$ cat config.mk
export PLATFORM = sky130hd
export DESIGN_NAME = fu_writeback_arbiter_flat
export DESIGN_NICKNAME = d
export VERILOG_FILES = /design/src/rtl/fu_writeback_arbiter_if.sv /design/src/rtl/fu_writeback_arbiter.sv /design/src/flat_wrapper.sv
export SDC_FILE = /design/constraint.sdc
export NUM_CORES = 2
export LEC_CHECK = 0
export CORE_AREA = 2 2 450 318
export CTS_CLUSTER_DIAMETER = 60
export DETAILED_ROUTE_END_ITERATION = 8
export DIE_AREA = 0 0 452 320
export DONT_BUFFER_PORTS = 1
export HOLD_SLACK_MARGIN = 0.02
export PLACE_DENSITY = 0.62
export SYNTH_ARGS = -nofsm -noshare
export SYNTH_HDL_FRONTEND = slang
export SYNTH_SLANG_ARGS = --single-unit
$ cat constraint.sdc
create_clock -name clk -period 30.4 [get_ports clk]
set_clock_uncertainty 0.1 [all_clocks]
set_input_delay 6.08 -clock clk [delete_from_list [all_inputs] [get_ports clk]]
set_output_delay 6.08 -clock clk [all_outputs]
set_load 0.005 [all_outputs]
$ cat src/rtl/fu_writeback_arbiter_if.sv
// ============================================================================
// fu_writeback_arbiter_if : FU result inputs and commit-bus outputs of the
//                           writeback arbiter. Revision 1.0
// ============================================================================
`default_nettype none

interface fu_writeback_arbiter_if #(
  parameter int NUM_FU    = 6,
  parameter int NUM_PORTS = 2,
  parameter int DATA_W    = 96
);
  logic [NUM_FU-1:0]           fu_valid;
  logic [NUM_FU-1:0]           fu_ready;
  logic [NUM_FU*DATA_W-1:0]    fu_data;
  logic                        commit_stall;
  logic [NUM_PORTS-1:0]        commit_valid;
  logic [NUM_PORTS*DATA_W-1:0] commit_data;
  logic [NUM_PORTS*3-1:0]      commit_src;

  modport master (
    input  fu_valid, fu_data, commit_stall,
    output fu_ready, commit_valid, commit_data, commit_src
  );

  modport slave (
    output fu_valid, fu_data, commit_stall,
    input  fu_ready, commit_valid, commit_data, commit_src
  );
endinterface

`default_nettype wire

$ cat src/rtl/fu_writeback_arbiter.sv
// ============================================================================
// fu_writeback_arbiter : per-FU FIFOs feeding NUM_PORTS commit buses with
//                        round-robin grants. Optional starvation counters
//                        under macro WB_ARB_PERF_EN. Revision 1.0
// ============================================================================
`default_nettype none

module fu_writeback_arbiter #(
  parameter int NUM_FU     = 6,
  parameter int NUM_PORTS  = 2,
  parameter int DATA_W     = 96,
  parameter int FIFO_DEPTH = 2
) (
  input  wire logic              clk,
  input  wire logic              reset,
  input  wire logic              flush,
  fu_writeback_arbiter_if.master bus,
  input  wire logic [2:0]        perf_sel,
  output logic [15:0]            perf_cnt
);
  localparam int PTR_W = $clog2(FIFO_DEPTH);
  localparam int CNT_W = $clog2(FIFO_DEPTH + 1);
  localparam int RR_W  = $clog2(NUM_FU);

  logic [DATA_W-1:0] r_mem    [NUM_FU][FIFO_DEPTH];
  logic [PTR_W-1:0]  r_rd_ptr [NUM_FU];
  logic [PTR_W-1:0]  r_wr_ptr [NUM_FU];
  logic [CNT_W-1:0]  r_cnt    [NUM_FU];
  logic [RR_W-1:0]   r_rr_ptr;

  logic [DATA_W-1:0] w_head [NUM_FU];
  logic [NUM_FU-1:0] w_nonempty;
  logic [NUM_FU-1:0] w_full;
  logic [NUM_FU-1:0] w_push;
  logic [NUM_FU-1:0] w_pop;
  logic [NUM_FU-1:0] w_grant;
  logic [RR_W-1:0]   w_last;
  logic [RR_W-1:0]   w_rr_next;

  generate
    for (genvar gi = 0; gi < NUM_FU; gi++) begin : g_fu
      assign w_head[gi]     = r_mem[gi][r_rd_ptr[gi]];
      assign w_nonempty[gi] = (r_cnt[gi] != '0);
      assign w_full[gi]     = (r_cnt[gi] == CNT_W'(FIFO_DEPTH));
    end
  endgenerate

  // Ready comes from the registered count alone, so a full FIFO stays
  // not-ready even in the cycle it pops.
  assign bus.fu_ready = ~w_full;
  assign w_push       = bus.fu_valid & ~w_full;
  assign w_pop        = w_grant & {NUM_FU{~bus.commit_stall}};

  always_ff @(posedge clk) begin
    for (int i = 0; i < NUM_FU; i++) begin
      if (reset || flush) begin
        r_rd_ptr[i] <= '0;
        r_wr_ptr[i] <= '0;
        r_cnt[i]    <= '0;
      end else begin
        if (w_push[i]) begin
          r_mem[i][r_wr_ptr[i]] <= bus.fu_data[i*DATA_W +: DATA_W];
          r_wr_ptr[i]           <= r_wr_ptr[i] + 1'b1;
        end
        if (w_pop[i]) begin
          r_rd_ptr[i] <= r_rd_ptr[i] + 1'b1;
        end
        case ({w_push[i], w_pop[i]})
          2'b10:   r_cnt[i] <= r_cnt[i] + 1'b1;
          2'b01:   r_cnt[i] <= r_cnt[i] - 1'b1;
          default: r_cnt[i] <= r_cnt[i];
        endcase
      end
    end
  end

  // Scan FUs circularly from r_rr_ptr; the n-th non-empty FIFO found drives port n.
  always_comb begin
    logic [RR_W:0]   v_sum;
    logic [RR_W-1:0] v_idx;
    int              v_found;
    v_sum            = '0;
    v_idx            = '0;
    v_found          = 0;
    w_grant          = '0;
    w_last           = '0;
    bus.commit_valid = '0;
    bus.commit_data  = '0;
    bus.commit_src   = '0;
    for (int j = 0; j < NUM_FU; j++) begin
      v_sum = {1'b0, r_rr_ptr} + (RR_W+1)'(j);
      if (v_sum >= (RR_W+1)'(NUM_FU)) begin
        v_sum = v_sum - (RR_W+1)'(NUM_FU);
      end
      v_idx = v_sum[RR_W-1:0];
      if (w_nonempty[v_idx]) begin
        for (int k = 0; k < NUM_PORTS; k++) begin
          if (v_found == k) begin
            bus.commit_valid[k]                 = 1'b1;
            bus.commit_data[k*DATA_W +: DATA_W] = w_head[v_idx];
            bus.commit_src[k*3 +: 3]            = 3'(v_idx);
            w_grant[v_idx]                      = 1'b1;
            w_last                              = v_idx;
          end
        end
        v_found = v_found + 1;
      end
    end
  end

  assign w_rr_next = (w_last == RR_W'(NUM_FU - 1)) ? '0 : w_last + 1'b1;

  always_ff @(posedge clk) begin
    if (reset || flush) begin
      r_rr_ptr <= '0;
    end else if ((|w_grant) && !bus.commit_stall) begin
      r_rr_ptr <= w_rr_next;
    end
  end

`ifdef WB_ARB_PERF_EN
  logic [15:0] r_perf [NUM_FU];

  // Starvation: result waiting, commit side open, but another FU took the slot.
  always_ff @(posedge clk) begin
    for (int i = 0; i < NUM_FU; i++) begin
      if (reset) begin
        r_perf[i] <= '0;
      end else if (w_nonempty[i] && !bus.commit_stall && !w_grant[i] &&
                   (r_perf[i] != 16'hFFFF)) begin
        r_perf[i] <= r_perf[i] + 16'd1;
      end
    end
  end

  always_comb begin
    perf_cnt = '0;
    for (int i = 0; i < NUM_FU; i++) begin
      if (perf_sel == 3'(i)) begin
        perf_cnt = r_perf[i];
      end
    end
  end
`else
  logic w_unused_perf_sel;
  assign w_unused_perf_sel = ^perf_sel;
  assign perf_cnt          = '0;
`endif

endmodule

`default_nettype wire

$ cat src/flat_wrapper.sv
// flat-port wrapper written by rule: the top's interface ports become plain ports
module fu_writeback_arbiter_flat 
#(
  parameter int NUM_FU     = 6,
  parameter int NUM_PORTS  = 2,
  parameter int DATA_W     = 96,
  parameter int FIFO_DEPTH = 2
)
  (clk, reset, flush, perf_sel, perf_cnt, bus_fu_valid, bus_fu_data, bus_commit_stall, bus_fu_ready, bus_commit_valid, bus_commit_data, bus_commit_src);
  fu_writeback_arbiter_if #(.NUM_FU(NUM_FU), .NUM_PORTS(NUM_PORTS), .DATA_W(DATA_W)) bus_i ();
  input  wire logic clk;
  input  wire logic reset;
  input  wire logic flush;
  input  wire logic [2:0] perf_sel;
  output logic [15:0] perf_cnt;
  input wire logic [$bits(bus_i.fu_valid)-1:0] bus_fu_valid;
  input wire logic [$bits(bus_i.fu_data)-1:0] bus_fu_data;
  input wire logic [$bits(bus_i.commit_stall)-1:0] bus_commit_stall;
  output wire logic [$bits(bus_i.fu_ready)-1:0] bus_fu_ready;
  output wire logic [$bits(bus_i.commit_valid)-1:0] bus_commit_valid;
  output wire logic [$bits(bus_i.commit_data)-1:0] bus_commit_data;
  output wire logic [$bits(bus_i.commit_src)-1:0] bus_commit_src;
  assign bus_i.fu_valid = bus_fu_valid;
  assign bus_i.fu_data = bus_fu_data;
  assign bus_i.commit_stall = bus_commit_stall;
  assign bus_fu_ready = bus_i.fu_ready;
  assign bus_commit_valid = bus_i.commit_valid;
  assign bus_commit_data = bus_i.commit_data;
  assign bus_commit_src = bus_i.commit_src;
  fu_writeback_arbiter #(.NUM_FU(NUM_FU), .NUM_PORTS(NUM_PORTS), .DATA_W(DATA_W), .FIFO_DEPTH(FIFO_DEPTH)) u_core (.clk(clk), .reset(reset), .flush(flush), .bus(bus_i), .perf_sel(perf_sel), .perf_cnt(perf_cnt));
endmodule
# Word-level counts from Yosys, hierarchy flattened
# Memories as Yosys holds them, arrays and structs flattened.
# Cells that the tools add are included.
# W data, S select, Z words.
# word_totals
ram_bits	1176
output_inout_bits	222
n_memories	4
in_bits	589
wordCells	501
ff_bits	3
# classes
n_bitwise	62
n_addsub	40
reduce_logical	33
magnitude_cmp	42
mux	295
n_eq_ne	24
# memory_table
memory	words	width	rd	rd_ports_with_merged_regs	wr	line_no	source
u_core.r_mem	6	192	6	0	6	fu_writeback_arbiter.sv:25	logic [DATA_W-1:0] r_mem [NUM_FU][FIFO_DEPTH];
u_core.r_cnt	6	2	6	0	6	fu_writeback_arbiter.sv:28	logic [CNT_W-1:0] r_cnt [NUM_FU];
u_core.r_rd_ptr	6	1	6	0	6	fu_writeback_arbiter.sv:26	logic [PTR_W-1:0] r_rd_ptr [NUM_FU];
u_core.r_wr_ptr	6	1	6	0	6	fu_writeback_arbiter.sv:27	logic [PTR_W-1:0] r_wr_ptr [NUM_FU];
# op_table
operator	count
$mux W96	47
$mux W192	11
$bmux W96 S3	6
$demux W96 S1	6
$logic_not A32 Y1	5
$mux W6	26
$eq A32 B2 Y1 const B	4
$mux W1	128
$mux W32	4
$add A32 B2 Y32 const B	3
$mux W3	32
$or A6 B6 Y6	10
$mux W2	23
$or A1 B1 Y1	30
$eq A2 B2 Y1 const B	12
$ge A2 B2 Y1 const B	12
$ge A4 B4 Y1 const B	6
$lt A3 B4 Y1 const B	6
$not A1 Y2	12
$not A3 Y4	6
$ge A4 B3 Y1 const B	5
$bmux W1 S3	6
$demux W1 S3	6
$ge A3 B1 Y1 const B	6
23 further kinds	84

# Longest topological paths before layout
# logic_depth
depth_word	45
mapped_depth	35
ltp_nobuf	25

# Worst setup path after synthesis
# OpenSTA, ideal clock, no wires.
# synth_path
path_type	input to register
start	in flush
end	mem u_core.r_wr_ptr[0][0] (netlist bit) (data pin)
t_arrival_ps	13334
cell_stages	4
path_buffers	2
setup_ps	1493
path_slack_ps	15472
cell_sequence	or2_2 -> clkbuf_1 -> buf_1 -> nor3_1
# synth_lines
item	line_no	source
start, declared	flat_wrapper.sv:13	input wire logic flush;
end, declared	fu_writeback_arbiter.sv:27	

# Final worst setup path
# layout_path
start	reg u_core.r_rr_ptr[1]
end	out bus_commit_data[101]
# layout_via
elab_chain_len	17
elab_cells_between_ends	79
# layout_rtl
item	line_no	source
start, declared	fu_writeback_arbiter.sv:29	logic [RR_W-1:0] r_rr_ptr;
start signal, assigned	fu_writeback_arbiter.sv:117	r_rr_ptr <= w_rr_next;
branches (longest 16 deep; another with $add A32 B2 Y32)	n/a	
$mux W192 *	fu_writeback_arbiter.sv:96	if (w_nonempty[v_idx]) begin
end, declared	flat_wrapper.sv:21	output wire logic [$bits(bus_i.commit_data)-1:0] bus_commit_data;
# Every way passes the cells marked *. The select of a mux whose other input is x is not followed.

==> results.cfg <==
[status]
status = finished, violations left
violations = DRC

[global_routing]
gr-usage-all-layers_pct = 39.7
overflow = 0
grt_first_pass_wirelength_mm = 411
grt_pass1_vias = 54500
antenna_found_initial = 79
grt_start_max_net_pins = 146

[layout]
area_growth_pct = 8.24
finish.instance_area_um2 = 75500
final_cell_count_no_fill = 8439
nets = 7005
final_util_pct = 53.9
post_route_cells_drive_above_1_share_pct = 12.9

[power_and_ir_drop]
power_density_nw_per_um2 = 138
total_power_w = 0.0104
vdd.ir_drop.worst_mv = 0.156
leakagePower_nw = 26.7

[clock_tree]
postCtsSetupBuffers = 0
path_clk_slew_ns = 0.06
cts_resized = 0
cts_hold_buf = 0
insertion_delay_ns = 0.79
cts_made_buffers = 131
cts_root_buf = clkbuf_16
clk_path_buf_depth = 3
cts_max_level = 4
clock-sinks = 1179
cts_tree = done

[sta]
post-route-min-period_ns = 17.68
setup_violations = 0
rsz0062_at_grt = no
setup_tns_ns = 0
hold_viol = 0
maxSlewViolCount = 0
tightest_slew_ns = 1.42
fmax_mhz = 56.6
fin_crit_sh_pct = 58.2
maxSlewHeadroom_pct = 5.12

[placement]
dp_cells = 8112
io_buffers = 0
placed_area_um2 = 71000
hpwlAfterDp_mm = 182
gp_congestion = 0.961

[route]
post-route-drc-count = 9
drt_wl_total_mm = 297
drtPass1Iterations = 9
drtIter0Drc = 9903
ant_nets = 0
wl_per_cell_um = 35.1
vias_per_cell = 7.04
dr_total_vias = 59400

[worst_setup_path]
path_max_fanout = 72
crit_path_start_kind = flip-flop
endpoint_kind = output port
crit_chain = inv_1, ha_4, buf_4, inv_6, a22oi_1, o22a_1, and3_2, buf_4, ha_1, inv_1, a21oi_4, nor2_1, ha_1, nor3_1, nor2_1, ha_1, a211oi_2, and3_4, buf_4, buf_4, a211oi_1, a21oi_1
crit_slowest_cell = ha_4
critical-path-max-stage-delay_ns = 1.00
arrival_ns = 11.50
ff2ff_path_depth = 23
critPathMostFrequentCell = buf_4
worstPathRequired_ns = 24.22
crit_type = reg2out

[min_path]
hold_depth = 1
hp-class = reg2reg

[logic_synthesis]
ys.flop_type = edfxtp_1
netlist_top_cells_area = edfxtp_1, mux2i_1, mux2_2
avgSynthCellArea_um2 = 10.4
synth_cell_types = 89
synth.yosys.seq_area_share_pct = 50.7
synthCells = 6732
yosysTopAreaCellShare_pct = 50.6
yosys.area.top_type = edfxtp_1
synth-edff-count = 1176
async_flop_share_pct = 0
yosys_warnings = 0
ys_ff_latch = 1179
syn_area_um2 = 69800

[die]
ios = 811
dieArea_um2 = 145000
fp.dieW_um = 452
die_height_um = 320
start_util_pct = 49.8
core_area_um2 = 140000
std_cell_rows = 115

[run]
maxCapViolCount = 0
## cell usage after synthesis (all sizes together) (42+ instances only)
library cell / number
a211o: 69
a211oi: 196
a21oi: 493
a221oi: 98
a22oi: 190
buf: 166
clkbuf: 464
edfxtp: 1176
ha: 42
mux2: 409
mux2i: 688
nand2: 613
nand3: 124
nor2: 968
o211ai: 94
o21ai: 500
o22ai: 177
## path summary, 6_finish.rpt
kind                                    from                            to  slack [ns]
min             u_core.r_cnt[1][0]$_DFFE_PP_  u_core.r_cnt[1][0]$_DFFE_PP_        0.47
max          u_core.r_rr_ptr[1]$_SDFFE_PP0P_          bus_commit_data[101]       12.72
max reg2reg  u_core.r_rr_ptr[1]$_SDFFE_PP0P_  u_core.r_cnt[2][2]$_DFFE_PP_       20.41
min reg2reg     u_core.r_cnt[1][0]$_DFFE_PP_  u_core.r_cnt[1][0]$_DFFE_PP_        0.47
## cells in the final DEF (no fill, tap or decap), types with 91 or more instances in the layout
master and instances:
clkbuf_16 136, buf_4 116, a22oi_1 188, a211oi_1 195, o21ai_0 393, nand3_1 122
mux2_2 408, edfxtp_1 1176, nor2_1 961, diode_2 91, o22ai_1 176, o21ai_1 104
a21oi_1 487, nand2_1 609, a221oi_1 97, mux2i_1 684
## cell type report
cell class / count / area (um^2)
fillers: 12000 / 64500
flip-flops and latches: 1179 / 35400
multi-input cells: 4900 / 32100
clock buffers: 156 / 3490
well taps: 1872 / 2340
repair buffers: 124 / 1040
clock inverters: 79 / 786
diodes: 91 / 228
inverters: 38 / 163
## cells by family after synthesis
| family | Yosys count | share of synthesized area [%] |
|---|---|---|
| AO/OA/AOI/OAI | 1919 | 17.5 |
| XOR/XNOR | 12 | 0.215 |
| adder cells (fa/ha/maj) | 42 | 0.753 |
| buffers and inverters | 668 | 3.87 |
| flip-flops | 1179 | 50.7 |
| multiplexers | 1097 | 16.5 |
| other | 1 | 0.00538 |
| AND/OR/NAND/NOR | 1814 | 10.4 |
## per-stage QoR
stage | worst slack [ns] | hold slack, ns
after floorplan | 15.47 | 0.440
after global placement | 13.98 | 0.456
after detailed placement | 14.00 | 0.465
after CTS | 13.11 | 0.473
after global routing | 12.56 | 0.501
final | 12.72 | 0.474
## flip-flops by register name, indices dropped and copies added (netlist names)
name / count
u_core.r_rd_ptr: 6
u_core.r_mem: 1152
u_core.r_rr_ptr: 3
u_core.r_wr_ptr: 6
u_core.r_cnt: 12
## worst max-delay path: cells and delay by family, from the launching register on
family	cells	cell delay [ns]
fa+ha+maj	4	2.03
simple gates	5	1.71
flops	1	0.69
compound gates	6	2.74
buf+inv	7	3.42
## power breakdown
part	internal (W)	switching [W]
clock	0.000915	0.000706
combinational	0.00195	0.00496
sequential	0.00187	0.0000241
## metal layers
metal  global-route usage [%]  part of all wire (%)  vias to the layer above
li1                         -                     -                    24800
met1                     52.2                    37                    28500
met2                     55.7                    41                     5000
met3                     15.8                    16                     1097
met4                     21.7                   5.9                       64
met5                        0                  0.15                        -
No activity file was read; power rests on OpenSTA's default activity.
